--- config.mk ---
export PLATFORM = sky130hd
export DESIGN_NAME = reg_rename_file
export DESIGN_NICKNAME = d
export VERILOG_FILES = /design/src/rtl/reg_rename_file.sv
export SDC_FILE = /design/constraint.sdc
export NUM_CORES = 2
export LEC_CHECK = 0
export CORE_MARGIN = 3
export CORE_UTILIZATION = 50
export DETAILED_ROUTE_END_ITERATION = 10
export PLACE_DENSITY_LB_ADDON = 0.15
export SKIP_CTS_REPAIR_TIMING = 1
export SLEW_MARGIN = 20
export SYNTH_ARGS = -nofsm -noshare
export SYNTH_HDL_FRONTEND = slang
export SYNTH_SLANG_ARGS = --single-unit
--- constraint.sdc ---
create_clock -name clk_in -period 4.9 [get_ports clk_in]
set_input_delay 0.98 -clock clk_in [delete_from_list [all_inputs] [get_ports clk_in]]
set_output_delay 0.98 -clock clk_in [all_outputs]
set_load 0.02 [all_outputs]
--- src/rtl/reg_rename_file.sv ---
// Architectural register file with rename state (busy/tag per register) and
// rename checkpoints; combinational operand read with commit and ROB bypass.
module reg_rename_file #(
    parameter int XLEN     = 32,
    parameter int REG_BIT  = 5,
    parameter int ROB_BIT  = 4,
    parameter int RD_PORTS = 2,
    parameter int CKPT_BIT = 2
) (
    input  logic                         clk_in,
    input  logic                         rst_in,
    input  logic                         rdy_in,
    input  logic                         flush_in,
    input  logic                         commit_en,
    input  logic [REG_BIT-1:0]           commit_id,
    input  logic [XLEN-1:0]              commit_data,
    input  logic [ROB_BIT-1:0]           commit_tag,
    input  logic                         issue_en,
    input  logic [REG_BIT-1:0]           issue_id,
    input  logic [ROB_BIT-1:0]           issue_tag,
    input  logic                         ckpt_save,
    input  logic [CKPT_BIT-1:0]          ckpt_save_idx,
    input  logic                         ckpt_restore,
    input  logic [CKPT_BIT-1:0]          ckpt_restore_idx,
    input  logic [RD_PORTS*REG_BIT-1:0]  rd_id,
    output logic [RD_PORTS*XLEN-1:0]     rd_val,
    output logic [RD_PORTS-1:0]          rd_dep,
    output logic [RD_PORTS*ROB_BIT-1:0]  rd_tag,
    output logic [RD_PORTS*ROB_BIT-1:0]  rob_q_tag,
    input  logic [RD_PORTS-1:0]          rob_q_ready,
    input  logic [RD_PORTS*XLEN-1:0]     rob_q_value
);

    localparam int REG_NUM  = 1 << REG_BIT;
    localparam int CKPT_NUM = 1 << CKPT_BIT;

    logic [XLEN-1:0]    r_regs    [REG_NUM];
    logic [REG_NUM-1:0] r_busy;
    logic [ROB_BIT-1:0] r_tag     [REG_NUM];
    logic [REG_NUM-1:0] r_ck_busy [CKPT_NUM];
    logic [ROB_BIT-1:0] r_ck_tag  [CKPT_NUM][REG_NUM];

    logic [REG_NUM-1:0] w_busy_nxt;
    logic [ROB_BIT-1:0] w_tag_nxt     [REG_NUM];
    logic [REG_NUM-1:0] w_ck_busy_nxt [CKPT_NUM];
    logic [ROB_BIT-1:0] w_ck_tag_nxt  [CKPT_NUM][REG_NUM];

    logic w_commit;
    logic w_issue;

    assign w_commit = commit_en && (commit_id != '0);
    assign w_issue  = issue_en  && (issue_id  != '0);

    // Commit clears snapshots too, so a later restore cannot resurrect a
    // dependency whose producer has already retired.
    always_comb begin
        w_busy_nxt    = r_busy;
        w_tag_nxt     = r_tag;
        w_ck_busy_nxt = r_ck_busy;
        w_ck_tag_nxt  = r_ck_tag;
        if (w_commit) begin
            if (r_busy[commit_id] && (r_tag[commit_id] == commit_tag))
                w_busy_nxt[commit_id] = 1'b0;
            for (int k = 0; k < CKPT_NUM; k++) begin
                if (r_ck_tag[k][commit_id] == commit_tag)
                    w_ck_busy_nxt[k][commit_id] = 1'b0;
            end
        end
        if (flush_in) begin
            w_busy_nxt = '0;
            for (int i = 0; i < REG_NUM; i++) w_tag_nxt[i] = '0;
            for (int k = 0; k < CKPT_NUM; k++) begin
                w_ck_busy_nxt[k] = '0;
                for (int i = 0; i < REG_NUM; i++) w_ck_tag_nxt[k][i] = '0;
            end
        end else if (ckpt_restore) begin
            w_busy_nxt = w_ck_busy_nxt[ckpt_restore_idx];
            w_tag_nxt  = r_ck_tag[ckpt_restore_idx];
        end else begin
            // Issue after commit: a same-register issue overrides the clear.
            if (w_issue) begin
                w_busy_nxt[issue_id] = 1'b1;
                w_tag_nxt[issue_id]  = issue_tag;
            end
            if (ckpt_save) begin
                w_ck_busy_nxt[ckpt_save_idx] = w_busy_nxt;
                w_ck_tag_nxt[ckpt_save_idx]  = w_tag_nxt;
            end
        end
    end

    always_ff @(posedge clk_in) begin
        if (rst_in) begin
            r_busy <= '0;
            for (int i = 0; i < REG_NUM; i++) begin
                r_regs[i] <= '0;
                r_tag[i]  <= '0;
            end
            for (int k = 0; k < CKPT_NUM; k++) begin
                r_ck_busy[k] <= '0;
                for (int i = 0; i < REG_NUM; i++) r_ck_tag[k][i] <= '0;
            end
        end else if (rdy_in) begin
            r_busy    <= w_busy_nxt;
            r_tag     <= w_tag_nxt;
            r_ck_busy <= w_ck_busy_nxt;
            r_ck_tag  <= w_ck_tag_nxt;
            if (w_commit) r_regs[commit_id] <= commit_data;
        end
    end

    for (genvar gp = 0; gp < RD_PORTS; gp++) begin : g_rd
        logic [REG_BIT-1:0] w_idx;
        logic [XLEN-1:0]    w_val;
        logic               w_dep;
        logic [ROB_BIT-1:0] w_dtag;

        assign w_idx = rd_id[gp*REG_BIT +: REG_BIT];

        always_comb begin
            w_val  = '0;
            w_dep  = 1'b0;
            w_dtag = '0;
            if (w_idx == '0) begin
                w_val = '0;
            end else if (!r_busy[w_idx]) begin
                w_val = r_regs[w_idx];
            end else if (commit_en && (commit_id == w_idx) && (commit_tag == r_tag[w_idx])) begin
                w_val = commit_data;
            end else if (rob_q_ready[gp]) begin
                w_val = rob_q_value[gp*XLEN +: XLEN];
            end else begin
                w_dep  = 1'b1;
                w_dtag = r_tag[w_idx];
            end
        end

        assign rd_val[gp*XLEN +: XLEN]         = w_val;
        assign rd_dep[gp]                      = w_dep;
        assign rd_tag[gp*ROB_BIT +: ROB_BIT]    = w_dtag;
        assign rob_q_tag[gp*ROB_BIT +: ROB_BIT] = r_tag[w_idx];
    end

endmodule
# Word-level counts from Yosys, hierarchy flattened
# Memory sizes are Yosys's and may differ from the RTL's.
# Index checks and enable logic that the tools add are counted.
# op_classes
magnitude_cmp,14
n_eq_ne,10
n_mux,102
bitwise,13
reduce_logical,18
# ops
operator,n
$mux 128,12
$mux 512,3
$mux 32,23
$bwmux 512,1
$bmux 128 s2,1
$bwmux 128,2
$demux 128 s2,1
$and 32x32->32,5
$bmux 4 s5,7
$mux 4,23
$bmux 32 s2,1
$demux 32 s2,1
$not 32->32,1
$or 32x32->32,1
$reduce_or 32->1,1
$eq 4x4->1,7
$ge 6x6->1 const B,4
$lt 5x6->1 const B,4
$not 5->6,4
$demux 4 s5,1
$mux 1,20
$bmux 1 s5,3
$logic_and 1x1->1,11
$demux 1 s5,2
other kinds (12),18
# totals
reg_bits,800
mem_bits_rw,1024
in_bits,138
elab_cells,323
mem_count,1
# memory_table
memory,words,width,read_ports,rd_clocked_by_memory_dff,wr,line_no,text
r_regs,32,32,2,0,32,37,logic [XLEN-1:0] r_regs [REG_NUM];

# Longest topological paths before layout
# depth
word_depth,16
depth_mapped,17

# Least setup slack after synthesis
# Ideal clock, no wire load.
# synth_path
path_kind,input -> output
from,input port rd_id[5]
to,output port rd_val[53]
t_arrival_ps,4165
required_time_ps,3920
slack_ps,-245
stages,12
cell_sequence,buf_4 buf_4 mux4_2 mux2_2 a221oi_1 a21oi_1 xor2_1 nor2_1 nand4_1 buf_2 mux2i_1 a211oi_1
# synth_via
elab_chain_len,9
elab_cells_between_ends,15
classes_between,eq/ne: 2; mux: 8; bitwise: 1; reduce/logical: 3; memory: 1
# synth_lines
item,line_no,text
"start, declared",25,"input logic [RD_PORTS*REG_BIT-1:0] rd_id,"
$not 5->6,-,
$bmux 4 s5,-,
$mux 4 (2 in series),-,
via rob_q_tag[6],29,"output logic [RD_PORTS*ROB_BIT-1:0] rob_q_tag,"
$eq 4x4->1,128,end else if (commit_en && (commit_id == w_idx) && (commit_tag == r_tag[w_idx])) begin
$logic_and 1x1->1,128,
$mux 32,128,
$mux 32,126,end else if (!r_busy[w_idx]) begin
$mux 32,124,if (w_idx == '0) begin
"end, declared",26,"output logic [RD_PORTS*XLEN-1:0] rd_val,"
# The timed path passes the listed nets, and every way through them passes these cells. The select of a mux whose other input is x is not followed.

# Worst setup path after layout
# layout_path
from,register r_tag[34] (netlist bit)
to,output port rd_val[41]
# layout_via
elab_chain_len,8
# layout_lines
item,line_no,text
"start, declared",39,logic [ROB_BIT-1:0] r_tag [REG_NUM];
"start signal, assigned",105,r_tag <= w_tag_nxt;
$bmux 4 s5,128,
$mux 4 (implied by the code) (2 in series),128,
$eq 4x4->1,128,
$logic_and 1x1->1,128,
$mux 32,128,
$mux 32,126,
$mux 32,124,
# Every way passes these cells. The select of a mux whose other input is x is not followed.

==> flow_summary_export.csv <==
group,metric,value,unit
run,max_cap_viol_count,0,
synthesis,synth_seq_area_share,0.4629,
sta,final_setup_vio_count,68,
sta,final.hold.worst_slack,0.4500,ns
synthesis,synth.avg_cell_area,11.46,µm²
synthesis,netlist_top_cells_area,"edfxtp_1 30%, dfxtp_1 16%, mux4_2 15%",
synthesis,synth_simple_gate_area_frac,0.1416,
final_layout,design_area,118300,µm²
power_and_ir_drop,power-per-cell-area,316.1,nW/µm²
sta,final_max_slew_viols,0,
final_layout,final.fill_count,16280,
sta,timing.final.crit_share,1.059,
global_route,globalRouteOverflowTotal,0,
hold_path,min-delay-path-class,"reg2reg",
synthesis,most_instantiated_library_cell_after_synthesis,"and2_1",
floorplanning,floorplan.initialDensity,0.5045,
placed_design,post_dp_cell_area,111600,µm²
worst_setup_path,biggest_fanout_along_the_worst_timing_path,6,
global_route,global_route.usage.total,0.3902,
synthesis,synthMuxAreaShare,0.2321,
floorplanning,rows,164,
clock_network,cts.htree.levels,4,
sta,timing.fmax,192.7,MHz
synthesis,synth_top_family_by_area,"multiplexers",
placed_design,routabilityCongestion,1.014,
synthesis,synthCells,8814,
final_layout,final_net_count,9310,
sta,period_minus_slack,5.189,ns
final_layout,fraction_of_layout_instances_using_a_drive_strength_above_1,0.2465,
power_and_ir_drop,ir_drop,0.4106,mV
route,vias_per_cell,6.889,
synthesis,synth_largest_type_area_fraction,0.3043,
global_route,grt_start_max_net_pins,183,
worst_setup_path,timing.critical_path.arrival,4.21,ns
global_route,antenna_found_initial,24,
route,drt_pre_antenna_iters,8,
placed_design,dpl_wire_length,272800,µm
synthesis,synthXorXnorAreaFrac,0.001560,
power_and_ir_drop,finalPower,37.40,mW
global_route,number_of_global_route_vias_before_repair,80260,
clock_network,cts.path.max_buffers,3,
run_status,failed_checks,"setup timing",
route,drt-wirelength-per-cell,34.76,µm
worst_setup_path,worstSetupEndpointType,"primary output",
sta,worst_slack,-0.2891,ns
route,detail_route.wirelength,418500,µm
clock_network,cts-buffers-inserted,198,
sta,timing_hold_violations_final,0,
route,drc_errors,0,
worst_setup_path,cp-start-kind,"register",
synthesis,synth_enable_flop_cells,1024,
clock_network,cts.sink_count,1824,
floorplanning,core_region_area,200300,µm²
route,detailroute.via_count,82930,
power_and_ir_drop,p_leak,42.90,nW
synthesis,ys_top_cells_by_count,"1,083 x and2_1, 1,024 x edfxtp_1, 858 x nor2_1",
floorplanning,io_pins,220,
sta,clock-skew-final,0.03397,ns
synthesis,area_fraction_in_compound_gates_after_synthesis,0.1218,
synthesis,synth-adder-area-share,0,
placed_design,port_buffers,219,
sta,worst_relative_slew_slack,0.2031,
clock_network,clk_transition_reported_paths,0.06,ns
final_layout,final_cell_utilization_of_the_core,0.5908,
synthesis,async_reset_ff_frac,0,
synthesis,synth_area_leader_cell,"edfxtp_1",
final_layout,syn2layout_area_growth,17.11,%
synthesis,dominantRegCellSynth,"edfxtp_1",
synthesis,syn-cell-area,101000,µm²
synthesis,netlist-cell-type-count,72,
route,ant_nets,0,
clock_network,clockRootBuffer,"clkbuf_16",
synthesis,ys_ff_latch,1824,
clock_network,tritoncts_clock_tree,"yes",
sta,grt_setup_unrepaired,"yes",
worst_setup_path,critical_path_class,"reg2out",
synthesis,ys.warnings.count,0,
floorplanning,fp.dieArea,207500,µm²
sta,max_slew.worst_pin.slew,1.186,ns
clock_network,clk_latency,0.88,ns
run_status,run_status,"finished, violations left",
floorplanning,die_y,455.5,µm
route,drt_first_iter_violations,11850,
global_route,grt_first_pass_wirelength,589400,µm
floorplanning,fp.dieW,455.5,µm
worst_setup_path,crit_required,3.92,ns
## state kept, by name, indices dropped and copies added, names as in the netlist
| name | count |
|---|---|
| r_regs | 1024 |
| r_ck_tag | 512 |
| r_ck_busy | 128 |
| r_tag | 128 |
| r_busy | 32 |
## report_power, final
group | total (mW) | switching [mW] | internal, mW
registers | 17.0 | 0.325 | 16.6
clock network | 15.2 | 6.58 | 8.57
logic | 5.28 | 3.13 | 2.15
total | 37.4 | 10.0 | 27.4
## cell families after synthesis
kind of cell	count (synthesis)
XOR/XNOR	18
AO/OA/AOI/OAI	1859
multiplexers	1458
other	1
AND/OR/NAND/NOR	2714
buffers and inverters	940
flip-flops	1824
## worst max-delay path, stage by stage (launching register included)
cell      delay, ns
dfxtp_1        0.43
mux4_2         0.51
mux2_2         0.29
a221oi_2       0.29
a21oi_2        0.11
xor2_1         0.17
nor2_1         0.16
nand4_1        0.21
buf_12         0.23
buf_12         0.16
mux2i_1        0.15
a211oi_4       0.42
buf_12         0.16
## cells in the final DEF, fill, tap and decap left out, types with 29 or more instances in the layout
cell,synthesis,final
and2_1,1083,1079
dfxtp_1,800,791
o22ai_1,140,140
a22oi_1,540,540
a221oi_1,93,91
mux2i_1,628,628
a211oi_2,0,59
mux4_2,694,694
clkbuf_1,676,43
o21ai_1,79,79
clkinv_1,1,33
nor3_1,67,50
a32o_1,29,29
a211oi_1,95,33
a21oi_1,420,416
clkinv_2,0,32
diode_2,0,47
buf_4,58,727
o211ai_1,48,48
nand2_1,223,220
edfxtp_1,1024,1024
or4_1,34,34
buf_12,0,161
nor2_1,858,823
nand2b_1,158,154
mux2_2,136,134
or3_1,129,129
conb_1,1,32
o21ai_0,233,228
clkdlybuf4s50_1,0,123
or2_2,53,53
clkbuf_16,0,204
## layout make-up
| cell class | count | area [µm²] | area share |
|---|---|---|---|
| flip-flops and latches | 1824 | 46780 | 0.3954 |
| inverters | 7 | 28.78 | 0.0002432 |
| multi-input cells | 6081 | 51120 | 0.4320 |
| repair buffers | 1060 | 10520 | 0.08892 |
| well taps | 2656 | 3323 | 0.02809 |
| diodes | 47 | 117.6 | 0.0009940 |
| clock inverters | 98 | 962.2 | 0.008132 |
| clock buffers | 265 | 5469 | 0.04622 |
## layer usage
layer  track usage  wire, µm  vias to the layer above
li1              -         -                    34120
met1        0.4739    146000                    41490
met2        0.5981    187000                     5860
met3       0.08324     43010                     1462
met4        0.3261     42470                        4
met5             0        27                        -
## per-stage QoR
step	cells	TNS, ns	setup WS (ns)
2_1_floorplan	8845	-0.2377	-0.04178
3_3_place_gp	11620	-59.73	-0.5541
3_5_place_dp	11620	-61.92	-0.6026
4_1_cts	11980	-38.99	-0.6809
5_1_grt	12030	-13.99	-0.3456
6_report	12040	-6.060	-0.2891
## path summary, 6_finish.rpt
path                  from        endpoint  slack (ns)  cells after the start
max              r_tag[34]      rd_val[41]       -0.29                     12
min          r_ck_busy[16]   r_ck_busy[16]        0.45                      2
max reg2reg      r_busy[1]  r_ck_busy[115]        1.07                     13
min reg2reg  r_ck_busy[16]   r_ck_busy[16]        0.45                      2
No activity file was read; power rests on OpenSTA's default activity.
